--- src/rtl/ysyx_24100005_mem_arbiter_if.sv ---
// rtl/ysyx_24100005_mem_arbiter_if.sv - IFU/LSU request, memory port and status bundle for the memory arbiter
interface ysyx_24100005_mem_arbiter_if;
  logic        ifu_req_valid;
  logic        ifu_req_ready;
  logic [31:0] ifu_addr;
  logic        ifu_resp_valid;
  logic [31:0] ifu_rdata;

  logic        lsu_req_valid;
  logic        lsu_req_ready;
  logic [31:0] lsu_addr;
  logic        lsu_wen;
  logic [31:0] lsu_wdata;
  logic [3:0]  lsu_wmask;
  logic        lsu_resp_valid;
  logic [31:0] lsu_rdata;

  logic        mem_req_valid;
  logic        mem_req_ready;
  logic [31:0] mem_addr;
  logic        mem_wen;
  logic [31:0] mem_wdata;
  logic [3:0]  mem_wmask;
  logic        mem_resp_valid;
  logic [31:0] mem_rdata;

  logic        timeout_err;

  // Arbiter view.
  modport slave (
    input  ifu_req_valid, ifu_addr,
    output ifu_req_ready, ifu_resp_valid, ifu_rdata,
    input  lsu_req_valid, lsu_addr, lsu_wen, lsu_wdata, lsu_wmask,
    output lsu_req_ready, lsu_resp_valid, lsu_rdata,
    output mem_req_valid, mem_addr, mem_wen, mem_wdata, mem_wmask,
    input  mem_req_ready, mem_resp_valid, mem_rdata,
    output timeout_err
  );

  // Environment view: requesters plus memory model.
  modport master (
    output ifu_req_valid, ifu_addr,
    input  ifu_req_ready, ifu_resp_valid, ifu_rdata,
    output lsu_req_valid, lsu_addr, lsu_wen, lsu_wdata, lsu_wmask,
    input  lsu_req_ready, lsu_resp_valid, lsu_rdata,
    input  mem_req_valid, mem_addr, mem_wen, mem_wdata, mem_wmask,
    output mem_req_ready, mem_resp_valid, mem_rdata,
    input  timeout_err
  );
endinterface

--- src/rtl/ysyx_24100005_mem_arbiter.sv ---
// rtl/ysyx_24100005_mem_arbiter.sv - round-robin IFU/LSU arbiter for the single memory port with response timeout
module ysyx_24100005_mem_arbiter #(
  parameter int          TIMEOUT_CYCLES = 255,
  parameter int          CNT_W          = 8,
  parameter logic [31:0] ERR_DATA       = 32'hDEADBEEF
) (
  input logic                       clk,
  input logic                       rst,
  ysyx_24100005_mem_arbiter_if.slave bus
);

  typedef enum logic [1:0] {IDLE, ISSUE, WAIT} state_t;
  typedef enum logic {OWN_IFU, OWN_LSU} owner_t;

  localparam logic [CNT_W-1:0] LIMIT = CNT_W'(TIMEOUT_CYCLES);

  state_t           state;
  owner_t           owner;
  owner_t           last_grant;
  logic [CNT_W-1:0] cnt;
  logic [CNT_W-1:0] cnt_inc;

  logic             req_valid_q;
  logic [31:0]      addr_q;
  logic             wen_q;
  logic [31:0]      wdata_q;
  logic [3:0]       wmask_q;

  logic             ifu_resp_q;
  logic             lsu_resp_q;
  logic [31:0]      ifu_rdata_q;
  logic [31:0]      lsu_rdata_q;
  logic             err_q;

  logic             grant_ifu;
  logic             grant_lsu;
  logic             resp_done;
  logic [31:0]      resp_data;

  always_comb begin
    grant_ifu = bus.ifu_req_valid;
    grant_lsu = bus.lsu_req_valid;
    if (bus.ifu_req_valid && bus.lsu_req_valid) begin
      grant_ifu = (last_grant == OWN_LSU);
      grant_lsu = (last_grant == OWN_IFU);
    end
  end

  assign bus.ifu_req_ready = (state == IDLE) && grant_ifu;
  assign bus.lsu_req_ready = (state == IDLE) && grant_lsu;

  assign cnt_inc = cnt + 1'b1;

  // A response on the limit cycle wins over the timeout.
  always_comb begin
    resp_done = 1'b0;
    resp_data = ERR_DATA;
    if (state == WAIT) begin
      if (bus.mem_resp_valid) begin
        resp_done = 1'b1;
        resp_data = wen_q ? 32'h0 : bus.mem_rdata;
      end else if (cnt_inc == LIMIT) begin
        resp_done = 1'b1;
      end
    end
  end

  always_ff @(posedge clk) begin
    if (rst) begin
      state       <= IDLE;
      owner       <= OWN_IFU;
      last_grant  <= OWN_LSU;
      cnt         <= '0;
      req_valid_q <= 1'b0;
      addr_q      <= 32'h0;
      wen_q       <= 1'b0;
      wdata_q     <= 32'h0;
      wmask_q     <= 4'h0;
      ifu_resp_q  <= 1'b0;
      lsu_resp_q  <= 1'b0;
      ifu_rdata_q <= 32'h0;
      lsu_rdata_q <= 32'h0;
      err_q       <= 1'b0;
    end else begin
      ifu_resp_q <= 1'b0;
      lsu_resp_q <= 1'b0;
      case (state)
        IDLE: begin
          if (bus.ifu_req_ready) begin
            owner       <= OWN_IFU;
            last_grant  <= OWN_IFU;
            addr_q      <= bus.ifu_addr;
            wen_q       <= 1'b0;
            wdata_q     <= 32'h0;
            wmask_q     <= 4'h0;
            req_valid_q <= 1'b1;
            state       <= ISSUE;
          end else if (bus.lsu_req_ready) begin
            owner       <= OWN_LSU;
            last_grant  <= OWN_LSU;
            addr_q      <= bus.lsu_addr;
            wen_q       <= bus.lsu_wen;
            wdata_q     <= bus.lsu_wdata;
            wmask_q     <= bus.lsu_wmask;
            req_valid_q <= 1'b1;
            state       <= ISSUE;
          end
        end
        ISSUE: begin
          if (bus.mem_req_ready) begin
            req_valid_q <= 1'b0;
            cnt         <= '0;
            state       <= WAIT;
          end
        end
        WAIT: begin
          cnt <= cnt_inc;
          if (resp_done) begin
            if (owner == OWN_IFU) begin
              ifu_resp_q  <= 1'b1;
              ifu_rdata_q <= resp_data;
            end else begin
              lsu_resp_q  <= 1'b1;
              lsu_rdata_q <= resp_data;
            end
            if (!bus.mem_resp_valid) begin
              err_q <= 1'b1;
            end
            state <= IDLE;
          end
        end
        default: state <= IDLE;
      endcase
    end
  end

  assign bus.mem_req_valid  = req_valid_q;
  assign bus.mem_addr       = addr_q;
  assign bus.mem_wen        = wen_q;
  assign bus.mem_wdata      = wdata_q;
  assign bus.mem_wmask      = wmask_q;
  assign bus.ifu_resp_valid = ifu_resp_q;
  assign bus.ifu_rdata      = ifu_rdata_q;
  assign bus.lsu_resp_valid = lsu_resp_q;
  assign bus.lsu_rdata      = lsu_rdata_q;
  assign bus.timeout_err    = err_q;

endmodule

--- src/flat_wrapper.sv ---
// flat-port wrapper written by rule: the top's interface ports become plain ports
module ysyx_24100005_mem_arbiter_flat 
#(
  parameter int          TIMEOUT_CYCLES = 255,
  parameter int          CNT_W          = 8,
  parameter logic [31:0] ERR_DATA       = 32'hDEADBEEF
)
  (clk, rst, bus_ifu_req_valid, bus_ifu_addr, bus_ifu_req_ready, bus_ifu_resp_valid, bus_ifu_rdata, bus_lsu_req_valid, bus_lsu_addr, bus_lsu_wen, bus_lsu_wdata, bus_lsu_wmask, bus_lsu_req_ready, bus_lsu_resp_valid, bus_lsu_rdata, bus_mem_req_valid, bus_mem_addr, bus_mem_wen, bus_mem_wdata, bus_mem_wmask, bus_mem_req_ready, bus_mem_resp_valid, bus_mem_rdata, bus_timeout_err);
  ysyx_24100005_mem_arbiter_if bus_i ();
  input logic clk;
  input logic rst;
  input wire logic [$bits(bus_i.ifu_req_valid)-1:0] bus_ifu_req_valid;
  input wire logic [$bits(bus_i.ifu_addr)-1:0] bus_ifu_addr;
  output wire logic [$bits(bus_i.ifu_req_ready)-1:0] bus_ifu_req_ready;
  output wire logic [$bits(bus_i.ifu_resp_valid)-1:0] bus_ifu_resp_valid;
  output wire logic [$bits(bus_i.ifu_rdata)-1:0] bus_ifu_rdata;
  input wire logic [$bits(bus_i.lsu_req_valid)-1:0] bus_lsu_req_valid;
  input wire logic [$bits(bus_i.lsu_addr)-1:0] bus_lsu_addr;
  input wire logic [$bits(bus_i.lsu_wen)-1:0] bus_lsu_wen;
  input wire logic [$bits(bus_i.lsu_wdata)-1:0] bus_lsu_wdata;
  input wire logic [$bits(bus_i.lsu_wmask)-1:0] bus_lsu_wmask;
  output wire logic [$bits(bus_i.lsu_req_ready)-1:0] bus_lsu_req_ready;
  output wire logic [$bits(bus_i.lsu_resp_valid)-1:0] bus_lsu_resp_valid;
  output wire logic [$bits(bus_i.lsu_rdata)-1:0] bus_lsu_rdata;
  output wire logic [$bits(bus_i.mem_req_valid)-1:0] bus_mem_req_valid;
  output wire logic [$bits(bus_i.mem_addr)-1:0] bus_mem_addr;
  output wire logic [$bits(bus_i.mem_wen)-1:0] bus_mem_wen;
  output wire logic [$bits(bus_i.mem_wdata)-1:0] bus_mem_wdata;
  output wire logic [$bits(bus_i.mem_wmask)-1:0] bus_mem_wmask;
  input wire logic [$bits(bus_i.mem_req_ready)-1:0] bus_mem_req_ready;
  input wire logic [$bits(bus_i.mem_resp_valid)-1:0] bus_mem_resp_valid;
  input wire logic [$bits(bus_i.mem_rdata)-1:0] bus_mem_rdata;
  output wire logic [$bits(bus_i.timeout_err)-1:0] bus_timeout_err;
  assign bus_i.ifu_req_valid = bus_ifu_req_valid;
  assign bus_i.ifu_addr = bus_ifu_addr;
  assign bus_ifu_req_ready = bus_i.ifu_req_ready;
  assign bus_ifu_resp_valid = bus_i.ifu_resp_valid;
  assign bus_ifu_rdata = bus_i.ifu_rdata;
  assign bus_i.lsu_req_valid = bus_lsu_req_valid;
  assign bus_i.lsu_addr = bus_lsu_addr;
  assign bus_i.lsu_wen = bus_lsu_wen;
  assign bus_i.lsu_wdata = bus_lsu_wdata;
  assign bus_i.lsu_wmask = bus_lsu_wmask;
  assign bus_lsu_req_ready = bus_i.lsu_req_ready;
  assign bus_lsu_resp_valid = bus_i.lsu_resp_valid;
  assign bus_lsu_rdata = bus_i.lsu_rdata;
  assign bus_mem_req_valid = bus_i.mem_req_valid;
  assign bus_mem_addr = bus_i.mem_addr;
  assign bus_mem_wen = bus_i.mem_wen;
  assign bus_mem_wdata = bus_i.mem_wdata;
  assign bus_mem_wmask = bus_i.mem_wmask;
  assign bus_i.mem_req_ready = bus_mem_req_ready;
  assign bus_i.mem_resp_valid = bus_mem_resp_valid;
  assign bus_i.mem_rdata = bus_mem_rdata;
  assign bus_timeout_err = bus_i.timeout_err;
  ysyx_24100005_mem_arbiter #(.TIMEOUT_CYCLES(TIMEOUT_CYCLES), .CNT_W(CNT_W), .ERR_DATA(ERR_DATA)) u_core (.clk(clk), .rst(rst), .bus(bus_i));
endmodule
--- config.mk ---
export PLATFORM = sky130hd
export DESIGN_NAME = ysyx_24100005_mem_arbiter_flat
export DESIGN_NICKNAME = d
export VERILOG_FILES = /design/src/rtl/ysyx_24100005_mem_arbiter_if.sv /design/src/rtl/ysyx_24100005_mem_arbiter.sv /design/src/flat_wrapper.sv
export SDC_FILE = /design/constraint.sdc
export NUM_CORES = 1
export LEC_CHECK = 0
export CAP_MARGIN = 15
export CORE_ASPECT_RATIO = 1.25
export CORE_UTILIZATION = 42
export DETAILED_ROUTE_END_ITERATION = 10
export GPL_TIMING_DRIVEN = 0
export PLACE_DENSITY = 0.79
export SYNTH_ARGS = -nofsm -noshare
export SYNTH_HDL_FRONTEND = slang
export SYNTH_SLANG_ARGS = --single-unit
--- constraint.sdc ---
create_clock -name clk -period 2.05 [get_ports clk]
set_input_delay 0.41 -clock clk [delete_from_list [all_inputs] [get_ports clk]]
set_output_delay 0.41 -clock clk [all_outputs]
set_load 0.1 [all_outputs]
==> metrics.md, run 1 <==
| Metric | Value |
|---|---|
| Status | finished clean |
| Yosys cell types | 47 |
| DRC violations left | 0 |
| H-Tree Depth | 4 |
| Max_cap viols | 0 |
| Antenna-violating nets left | 0 |
| Gp weighted congestion | 0.8593 |
| XOR/XNOR Fraction of Synth Area | 0.4279% |
| Setup violators final | 0 |
| Die W | 110.2 um |
| Fin util | 69.10% |
| Number of synthesized register bits | 149 |
| Core region area | 14350 um^2 |
| CTS Hold Bufs | 0 |
| Final HPWL DP | 14800 um |
| CTS tree | yes |
| Syn Area/Cell | 8.836 um^2 |
| RSZ-0062 raised after global routing | true |
| Cells after Synth | 695 |
| Via/cell ratio | 5.383 |
| Synth Area in Simple Gates | 15.53% |
| Worst Hold Path Cells | 3 |
| Syn. warnings | 0 |
| Slowest CP cell | or3_4 |
| Crit-path max cell delay | 0.39 ns |
| Final min period | 2.047 ns |
| Synth area leader | dfxtp_1 |
| Total wire length | 20820 um |
| CP max FO | 7 |
| Via count | 6422 |
| Register-to-register setup slack | 0.003 ns |
| Synth Area in Compound Gates | 26.28% |
| Share of cells above drive strength 1 | 17.26% |
| Critical Path AT | 2.39 ns |
| Initial antenna violation count | 1 |
| Setup Crit Path Kind | flip-flop to flip-flop |
| Hold Path Class | primary input to flip-flop |
| Later-pin clock latency in the skew report | 0.43 ns |
| Crit path launch type | flip-flop |
| Placed cells | 1150 |
| Root buf cell | clkbuf_16 |
| Adder-cell share of the synthesized area | 0.4075% |
| Asr flop ratio synth | 0% |
| CTS clk-pin slew, worst paths | 0.06 ns |
| Post-DP Area | 9135 um^2 |
| Total power | 8.337 mW |
| Worst r2r dst | u_core.bus.lsu_rdata[13] |
| Mapped cell area | 6141 um^2 |
| Pre-antenna DRT Iters | 5 |
| Hold_ws | 0.3734 ns |
| Die height | 137.2 um |
| Vias in the first global route | 6012 |
| Hold EP | u_core.last_grant |
| Post-synthesis sequential area ratio | 48.57% |
| Worst IR Drop VDD | 696.3 uV |
| Mux share of post-synthesis cell area | 0.1630% |
| Clock skew | 0.005776 ns |
| # rows | 49 |
| Dpl ws | -1.546 ns |
| Slack of the critical path | 0.002981 ns |
| Ys flop type | dfxtp_1 |
| Fin area | 9913 um^2 |
| Main area contributors after synthesis | dfxtp_1, a211oi_1, nor2_1 |
| Slew headroom | 33.10% |
| Hold Violations, Final | 0 |
| Worst EP required | 2.39 ns |
| Initial drt markers | 436 |
| Share of the synthesized area in the top cell type | 48.57% |
| CTS Buf Count | 17 |
| First-pass GRT wire length | 30360 um |
| # port buffers | 276 |
| IO Count | 278 |
| Total global routing overflow | 0 |
| Origin of the critical flop-to-flop path | u_core.cnt[3] |
| Finished Layout Cells | 1193 |
| Largest family of logic cells by synthesized area | compound AO/OA/AOI/OAI gates |
| Layout area overhead | 61.43% |
| EDFF count, synth | 0 |
| Clk buf depth | 2 |
| TNS Setup | 0 ns |
| Syn Nets | 836 |
| Critical hold path startpoint | rst |
| PD cells | 841.0 nW/um^2 |
| Reg2Reg Depth | 7 |
| Slew Limit Fails | 0 |
| Worst-Margin Slew | 1.007 ns |
| Crit share post-route | 99.85% |
| Cells along the critical path | buf_2 -> nand3_4 -> or3_4 -> a211oi_4 -> o211ai_4 -> clkbuf_16 -> a211oi_2 |
| Nets@finish | 1142 |
| Clock Sinks | 149 |
| Fmax | 0.4885 GHz |
| Pin count of the biggest net entering global routing | 17 |
| Crit. End Element | flip-flop |
| Leakage | 3.684 nW |
| Tot GR Track Use | 26.49% |
| Fillers | 1130 |
| Initial core utilization | 42.80% |
| Detailed-route wire length per cell | 17.45 um |
| Die area | 15110 um^2 |
-- placed cells by master, fill, tap and decap left out, types with 11 or more instances in the layout --
master           count
inv_1               52
o221ai_1            31
a211oi_1            22
clkbuf_1            31
a211oi_2            33
nand2_1             39
a22oi_1             37
nand3_1             17
clkbuf_2            43
clkdlybuf4s50_1    135
a21oi_1             63
clkdlybuf4s15_1     77
dlygate4sd2_1       11
dfxtp_1            143
nor2_1              91
clkbuf_16           18
and2b_1             20
clkdlybuf4s15_2     13
-- worst max-delay path: cells and delay by family, from the launching register on --
| family | cells | cell delay, ns |
|---|---|---|
| buf+inv | 2 | 0.41 |
| simple gates | 2 | 0.51 |
| compound gates | 3 | 0.73 |
| flops | 1 | 0.31 |
-- timing repair --
item / 4_1_cts / 5_1_grt
gates cloned: 0 / 2
endpoints found under the setup margin: 218 / 157
buffers inserted: 6 / 3
gates resized for setup: 264 / 144
pin swaps: 4 / 7
-- power by group --
part | internal, mW | total [mW] | switching (mW)
sequential | 3.03 | 3.12 | 0.0854
combinational | 0.613 | 2.14 | 1.53
clock | 1.79 | 3.08 | 1.28
total | 5.44 | 8.34 | 2.89
-- synth_stat cells (2+ instances only) --
library cell,instances
nand2_1,39
ha_1,2
nor2_2,2
nor2b_1,9
nand4_1,2
o211ai_2,2
xor2_1,2
nor3_1,9
o21ai_0,7
and2b_1,20
a2111oi_0,2
nor2_1,92
a22oi_1,37
o41ai_1,8
a21oi_1,63
inv_1,52
a211oi_1,46
a31oi_1,9
dlygate4sd3_1,3
a211oi_2,11
buf_2,4
buf_4,2
and3_1,6
buf_6,5
dlygate4sd1_1,4
dfxtp_1,149
nand2b_1,2
o21ai_1,3
o221ai_1,31
clkbuf_1,39
nand3_1,17
-- kinds of logic (layout without fill, tap and decap cells) --
group                    Yosys count  in the layout
AND/OR/NAND/NOR                  203            203
buffers and inverters            112            431
XOR/XNOR                           3              3
adder cells (fa/ha/maj)            2              2
other                              0              1
flip-flops                       149            149
AO/OA/AOI/OAI                    225            225
multiplexers                       1              1
-- worst max-delay path by stage --
stage | start | to | slack, ns | cells after the start
6_report | u_core.cnt[3] | u_core.bus.lsu_rdata[13] | 0.003 | 7
5_1_grt | u_core.cnt[0] | u_core.bus.lsu_rdata[13] | -0.08 | 7
4_1_cts | u_core.cnt[0] | u_core.bus.lsu_rdata[17] | 0.0001 | 8
3_5_place_dp | bus_ifu_req_valid | bus_ifu_req_ready | -1.55 | 5
3_3_place_gp | bus_lsu_req_valid | bus_lsu_req_ready | -2.00 | 5
2_1_floorplan | bus_lsu_req_valid | u_core.bus.mem_addr[21] | 0.02 | 6
-- final cells by class --
cell class                      instances  area, um^2  share of cell area (%)
Tap cell                              178       222.7                   2.247
Sequential cell                       149        2995                   30.22
Inverter                               52       195.2                   1.969
Multi-Input combinational cell        434        2835                   28.60
Buffer                                 59       366.6                   3.698
Timing Repair Buffer                  288        2711                   27.35
Antenna cell                            1       2.502                 0.02524
Clock buffer                           17       425.4                   4.291
Clock inverter                         15       158.9                   1.603
-- registers in the layout (all words and copies together) (netlist names) --
| register | cells |
|---|---|
| u_core.state | 2 |
| u_core.bus.mem_addr | 32 |
| u_core.owner | 1 |
| u_core.bus.mem_wen | 1 |
| u_core.bus.mem_req_valid | 1 |
| u_core.cnt | 8 |
| u_core.bus.lsu_resp_valid | 1 |
| u_core.bus.timeout_err | 1 |
| u_core.bus.lsu_rdata | 32 |
| u_core.last_grant | 1 |
| u_core.bus.mem_wmask | 4 |
| u_core.bus.ifu_rdata | 32 |
| u_core.bus.ifu_resp_valid | 1 |
| u_core.bus.mem_wdata | 32 |
-- layer usage --
metal  GRT usage (%)  vias to the layer above  routed length (um)
li1                -                     3092                   -
met1           28.56                     3015                7892
met2           46.84                      273               10560
met3           8.609                       42                1775
met4           11.62                        0                 596
met5               0                        -                   0
No activity file was read; power rests on OpenSTA's default activity.
==> run 2: changes to the inputs <==
--- a/config.mk
+++ b/config.mk
@@ -6,7 +6,8 @@
 export NUM_CORES = 1
 export LEC_CHECK = 0
 export CAP_MARGIN = 15
-export CORE_ASPECT_RATIO = 1.25
+export CORE_ASPECT_RATIO = 1.4
+export CORE_MARGIN = 4
 export CORE_UTILIZATION = 42
 export DETAILED_ROUTE_END_ITERATION = 10
 export GPL_TIMING_DRIVEN = 0
==> run 2 against run 1 <==
  * Register-to-register slack is essentially flat
  * Fmax grew 0.54%
  * Die area grew 10%
  * Critical endpoint is now bus_mem_addr[13]
  * Count of clock-buffer cells in the layout grew 2
  * Critical path depth shrank 6
  * Clock power grew 6%
  * Global-route usage shrank 2.2 points
  * Critical path type is now flip-flop to primary output
==> metrics.md, run 2 (synthesis results as in run 1) <==
| Metric | Value |
|---|---|
| Fillers | 1142 (+1.1%) |
| Worst-Margin Slew | 1.015 ns (+0.007562 ns) |
| Root buf cell | clkbuf_16 |
| Post-DP Area | 9149 um^2 (+0.15%) |
| H-Tree Depth | 4 (unchanged) |
| Core region area | 14380 um^2 (+0.23%) |
| Total power | 8.517 mW (+2.2%) |
| Setup Crit Path Kind | flip-flop to primary output |
| CP max FO | 2 (-5) |
| Vias in the first global route | 6408 (+6.6%) |
| CTS clk-pin slew, worst paths | 0.06 ns (about the same) |
| Clk buf depth | 2 (unchanged) |
| Most frequent cells in the layout | dfxtp_1, clkdlybuf4s50_1, nor2_1 |
| Slew Limit Fails | 0 (unchanged) |
| Gp weighted congestion | 0.8398 (-2.3%) |
| CTS Buf Count | 17 (unchanged) |
| Leakage | 3.746 nW (+1.7%) |
| Pin count of the biggest net entering global routing | 17 (unchanged) |
| First-pass GRT wire length | 31890 um (+5.0%) |
| Crit-path max cell delay | 0.86 ns (+0.47 ns) |
| Initial drt markers | 354 (-19%) |
| IO Count | 278 (unchanged) |
| Nets@finish | 1142 (unchanged) |
| Detailed-route wire length per cell | 17.38 um (-0.40%) |
| Initial core utilization | 42.71% (-0.097 points) |
| Layout area overhead | 61.29% (about the same) |
| Setup violators final | 0 (unchanged) |
| Cells along the critical path | clkdlybuf4s15_1 |
| Final HPWL DP | 15630 um (+5.6%) |
| Fin area | 9905 um^2 (about the same) |
| Die height | 151.1 um (+10%) |
| # rows | 52 (+6.1%) |
| CTS tree | yes |
| Total wire length | 20910 um (+0.44%) |
| Delay-heaviest family, CP | buffers and inverters |
| Worst IR Drop VDD | 616.6 uV (-11%) |
| DRC violations left | 0 (unchanged) |
| Diode count | 0 (-1) |
| Final min period | 2.036 ns (-0.01109 ns) |
| Later-pin clock latency in the skew report | 0.42 ns (about the same) |
| Crit path launch type | flip-flop |
| Via/cell ratio | 5.326 (-1.1%) |
| Total global routing overflow | 0 (unchanged) |
| Commonest non-fill, non-tap cell in the layout | dfxtp_1 |
| Fin util | 68.88% (-0.22 points) |
| Die area | 16650 um^2 (+10%) |
| Status | finished clean |
| Bufs and invs on worst path | 1 (-1) |
| Hold_ws | 0.4112 ns (+0.03782 ns) |
| RSZ-0062 raised after global routing | true |
| Antenna-violating nets left | 0 (unchanged) |
| Critical Path AT | 1.63 ns (-0.76 ns) |
| Initial antenna violation count | 0 (-1) |
| Clock Sinks | 149 (unchanged) |
| Worst EP required | 1.64 ns (-0.75 ns) |
| Slew headroom | 32.60% (-0.50 points) |
| Hold Path Class | primary input to flip-flop |
| Die W | 110.2 um (about the same) |
| CTS Hold Bufs | 0 (unchanged) |
| Fmax | 0.4912 GHz (+0.54%) |
| Via count | 6407 (-0.23%) |
| # port buffers | 276 (unchanged) |
| Slowest CP cell | clkdlybuf4s15_1 |
| PD cells | 859.9 nW/um^2 (+2.2%) |
| Share of cells above drive strength 1 | 15.19% (-2.1 points) |
| Pre-antenna DRT Iters | 6 (+1) |
| Max_cap viols | 0 (unchanged) |
| Crit share post-route | 99.31% (-0.54 points) |
| Clock skew | 0.007175 ns (+0.001399 ns) |
| Hold Violations, Final | 0 (unchanged) |
| Crit. End Element | primary output |
| Tot GR Track Use | 24.34% (-2.2 points) |
## run 2: cell count changes in the layout (fill, tap and decap cells not counted), moves of 4 or more
cell,change
a211oi_1,+9
buf_6,-4
clkdlybuf4s15_2,-6
clkbuf_2,-5
a211oi_2,-8
buf_4,+5
clkinv_4,-4
dlygate4sd2_1,+13
## run 2: where the power goes
| group | internal, mW | leakage, nW | total, mW | switching, mW |
|---|---|---|---|---|
| combinational | 0.622 | 2.24 | 2.15 | 1.52 |
| clock | 1.97 | 0.296 | 3.25 | 1.29 |
| sequential | 3.03 | 1.21 | 3.12 | 0.0829 |
## run 2: timing repair
action / in CTS / in global routing
setup buffers: 2 / 8
resized for setup: 238 / 134
cloned: 0 / 1
pin swaps: 2 / 3
endpoints found under the setup margin: 262 / 162
## run 2: worst paths after layout
path | slack, ns | endpoint | cells after the start | from
worst max-delay path | 0.01 | bus_mem_addr[13] | 1 | u_core.bus.mem_addr[13]
worst min-delay path | 0.41 | u_core.last_grant | 3 | rst
worst max register to register | 0.01 | u_core.bus.ifu_rdata[21] | 7 | u_core.cnt[0]
worst min register to register | 0.45 | u_core.bus.mem_addr[12] | 2 | u_core.bus.mem_addr[12]
## run 2: layout make-up
| class | instances | area, um^2 | share of cell area [%] |
|---|---|---|---|
| timing repair buffer | 288 | 2699 | 27.25 |
| tap | 189 | 236.5 | 2.388 |
| clock buffer | 19 | 442.9 | 4.472 |
| multi-input combinational | 434 | 2795 | 28.22 |
| inverter | 52 | 195.2 | 1.971 |
| clock inverter | 13 | 170.2 | 1.718 |
| sequential | 149 | 2995 | 30.24 |
| buffer | 59 | 370.4 | 3.739 |
## run 2: layer usage
layer | global-route usage [%] | vias to the layer above | wire length [um]
met5 | 0 | - | 0
met4 | 9.920 | 0 | 625
li1 | - | 3084 | -
met1 | 26.38 | 3048 | 7692
met3 | 6.994 | 40 | 1585
met2 | 43.77 | 235 | 11010
## run 2: through the flow
step	TNS (ns)	worst slack, ns	instances
final	0	0.01407	1203
after global routing	-2.273	-0.1012	1203
after CTS	-0.006299	-0.006299	1194
after detailed placement	-41.87	-1.621	1161
after global placement	-56.03	-2.032	1160
after floorplan	0	0.02426	695
==> run 3: changes to the inputs <==
--- a/config.mk
+++ b/config.mk
@@ -5,10 +5,11 @@
 export SDC_FILE = /design/constraint.sdc
 export NUM_CORES = 1
 export LEC_CHECK = 0
+export ABC_AREA = 1
 export CAP_MARGIN = 15
 export CORE_ASPECT_RATIO = 1.4
 export CORE_MARGIN = 4
-export CORE_UTILIZATION = 42
+export CORE_UTILIZATION = 43
 export DETAILED_ROUTE_END_ITERATION = 10
 export GPL_TIMING_DRIVEN = 0
 export PLACE_DENSITY = 0.79
==> run 3 against run 2 <==
  * Wire length up 4.4%
  * Fmax up 0.42%
  * Cell count increased by 20%
  * First-iteration DRC count shrank 11%
  * Die area is 3.6% higher
  * Critical path depth unchanged
  * Clock power fell by 1%
  * Largest cell class unchanged
==> metrics.md, run 3 <==
| Metric | Value |
|---|---|
| Syn Nets | 1077 (+29%) |
| Most frequent cell after synthesis | nand2_1 |
| Finished Layout Cells | 1439 (+20%) |
| # rows | 53 (+1.9%) |
| Fin area | 10160 um^2 (+2.6%) |
| Total global routing overflow | 0 (unchanged) |
| CTS clk-pin slew, worst paths | 0.07 ns (about the same) |
| Critical Path AT | 1.62 ns (about the same) |
| Clock skew | 0.01592 ns (+0.008743 ns) |
| Commonest non-fill, non-tap cell in the layout | nand2_1 |
| Critical hold path startpoint | u_core.bus.mem_req_valid |
| Max_cap viols | 0 (unchanged) |
| Pre-antenna DRT Iters | 5 (-1) |
| Combined area of the multi-input logic cells | 2771 um^2 (-0.85%) |
| # port buffers | 276 (unchanged) |
| Worst EP required | 1.64 ns (about the same) |
| Setup Crit Path Kind | flip-flop to primary output |
| Leakage | 4.449 nW (+19%) |
| Placed cells | 1404 (+21%) |
| Via count | 7023 (+9.6%) |
| Status | finished clean |
| Worst-Margin Slew | 1.013 ns (-0.001755 ns) |
| Total wire length | 21840 um (+4.4%) |
| Vias in the first global route | 6912 (+7.9%) |
| Hold EP | u_core.bus.mem_req_valid |
| Yosys cell types | 25 (-47%) |
| Die height | 153.8 um (+1.8%) |
| Initial core utilization | 43.56% (+0.86 points) |
| Syn Area/Cell | 6.975 um^2 (-21%) |
| CTS Buf Count | 17 (unchanged) |
| Main area contributors after synthesis | dfxtp_1, nand2_1, a21oi_1 |
| Tot GR Track Use | 24.82% (+0.48 points) |
| Fin util | 67.81% (-1.1 points) |
| Mapped cell area | 6529 um^2 (+6.3%) |
| Antenna-violating nets left | 0 (unchanged) |
| Final min period | 2.027 ns (-0.008446 ns) |
| Hold Violations, Final | 0 (unchanged) |
| Root buf cell | clkbuf_16 |
| Origin of the critical flop-to-flop path | u_core.cnt[0] |
| Crit path launch type | flip-flop |
| Detailed-route wire length per cell | 15.17 um (-13%) |
| Crit share post-route | 98.90% (-0.41 points) |
| Die area | 17250 um^2 (+3.6%) |
| Crit-path max cell delay | 0.86 ns (about the same) |
| Hold_ws | 0.4620 ns (+0.05078 ns) |
| Cells along the critical path | dlygate4sd2_1 |
| TNS Setup | 0 ns (unchanged) |
| Bufs and invs on worst path | 1 (unchanged) |
| Post-DP Area | 9535 um^2 (+4.2%) |
| Synth cell count leaders | nand2_1, dfxtp_1, inv_1 |
| Nets@finish | 1375 (+20%) |
| Slew Limit Fails | 0 (unchanged) |
| Worst Hold Path Cells | 2 (-1) |
| Post-synthesis sequential area ratio | 45.69% (-2.9 points) |
| Reg2Reg Depth | 12 (+5) |
| Slowest CP cell | dlygate4sd2_1 |
| Worst r2r dst | u_core.bus.ifu_rdata[0] |
| Setup violators final | 0 (unchanged) |
| Sequential cell area | 2988 um^2 (-0.25%) |
| CP max FO | 2 (unchanged) |
| Dpl ws | -1.663 ns (-0.04236 ns) |
| Via/cell ratio | 4.880 (-8.4%) |
| Most frequent cells in the layout | nand2_1, dfxtp_1, clkdlybuf4s50_1 |
| Slack of the critical path | 0.02252 ns (+0.008446 ns) |
| Clock Sinks | 149 (unchanged) |
| Number of synthesized register bits | 149 (unchanged) |
| Final HPWL DP | 16600 um (+6.2%) |
| Slew headroom | 32.71% (+0.12 points) |
| Register-to-register setup slack | 0.12 ns (+0.11 ns) |
| Fillers | 1315 (+15%) |
| Share of the synthesized area in the top cell type | 45.69% (-2.9 points) |
| Layout area overhead | 55.65% |
| Pin count of the biggest net entering global routing | 17 (unchanged) |
| First-pass GRT wire length | 34740 um (+8.9%) |
| DRC violations left | 0 (unchanged) |
| Later-pin clock latency in the skew report | 0.42 ns (about the same) |
| Crit. End Element | primary output |
| PD cells | 881.2 nW/um^2 (+2.5%) |
| Core region area | 14990 um^2 (+4.2%) |
| Share of cells above drive strength 1 | 10.43% (-4.8 points) |
| Initial antenna violation count | 0 (unchanged) |
| CTS tree | yes |
| Gp weighted congestion | 0.8830 (+5.1%) |
| Diode count | 0 (unchanged) |
| Die W | 112.1 um (+1.8%) |
| H-Tree Depth | 4 (unchanged) |
| Synth area leader | dfxtp_1 |
| Syn. warnings | 0 (unchanged) |
| Ys flop type | dfxtp_1 |
| Asr flop ratio synth | 0% (unchanged) |
| Initial drt markers | 316 (-11%) |
| Fmax | 0.4932 GHz (+0.42%) |
| Clk buf depth | 2 (unchanged) |
| Cells after Synth | 936 (+35%) |
| Delay-heaviest family, CP | buffers and inverters |
| Hold Path Class | flip-flop to flip-flop |
| IO Count | 278 (unchanged) |
| EDFF count, synth | 0 (unchanged) |
| CTS Hold Bufs | 0 (unchanged) |
| Total power | 8.955 mW (+5.1%) |
| Worst IR Drop VDD | 600.0 uV (-2.7%) |
## run 3: cell families after synthesis
kind of cell	count (synthesis)	share of synthesized area [%]
simple gates	404	26.75
buf+inv	206	12.97
xor+xnor	1	0.1342
fa+ha+maj	2	0.3832
compound gates	174	14.07
flops	149	45.69
## run 3: repair_timing
| action | CTS | global route |
|---|---|---|
| gates resized for setup | 201 | 131 |
| pin swaps | 2 | 1 |
| endpoints found under the setup margin | 162 | 159 |
| buffers inserted | 3 | 0 |
## run 3: worst max path at each step
| stage | startpoint | to | slack, ns | cells after the start |
|---|---|---|---|---|
| global route | u_core.cnt[0] | u_core.bus.lsu_rdata[17] | -0.02 | 13 |
| detailed placement | bus_lsu_req_valid | bus_lsu_req_ready | -1.66 | 7 |
| floorplan | bus_lsu_req_valid | bus_lsu_req_ready | 0.12 | 5 |
| global placement | bus_lsu_req_valid | bus_lsu_req_ready | -1.66 | 7 |
| finish | u_core.bus.lsu_rdata[13] | bus_lsu_rdata[13] | 0.02 | 1 |
| CTS | bus_ifu_req_valid | bus_lsu_req_ready | -0.11 | 5 |
## run 3: cell type report
cell class | count | share of cell area (%)
clock buffers | 19 | 4.359
well taps | 192 | 2.364
plain buffers | 67 | 3.731
repair buffers | 279 | 26.16
multi-input cells | 581 | 27.27
flip-flops and latches | 149 | 29.40
inverters | 139 | 5.134
clock inverters | 13 | 1.576
## run 3: report_power, final
group / switching, mW / internal, mW / total [mW]
Combinational: 1.92 / 0.661 / 2.58
Sequential: 0.0921 / 3.07 / 3.16
Clock: 1.34 / 1.87 / 3.21
Total: 3.35 / 5.60 / 8.95
## run 3: per-layer routing
| layer | vias to the layer above | track usage, % | routed length (um) |
|---|---|---|---|
| met1 | 3143 | 26.87 | 8138 |
| met5 | - | 0 | 0 |
| met3 | 44 | 8.386 | 1798 |
| met2 | 274 | 44.61 | 11170 |
| met4 | 0 | 8.992 | 726 |
| li1 | 3562 | - | - |
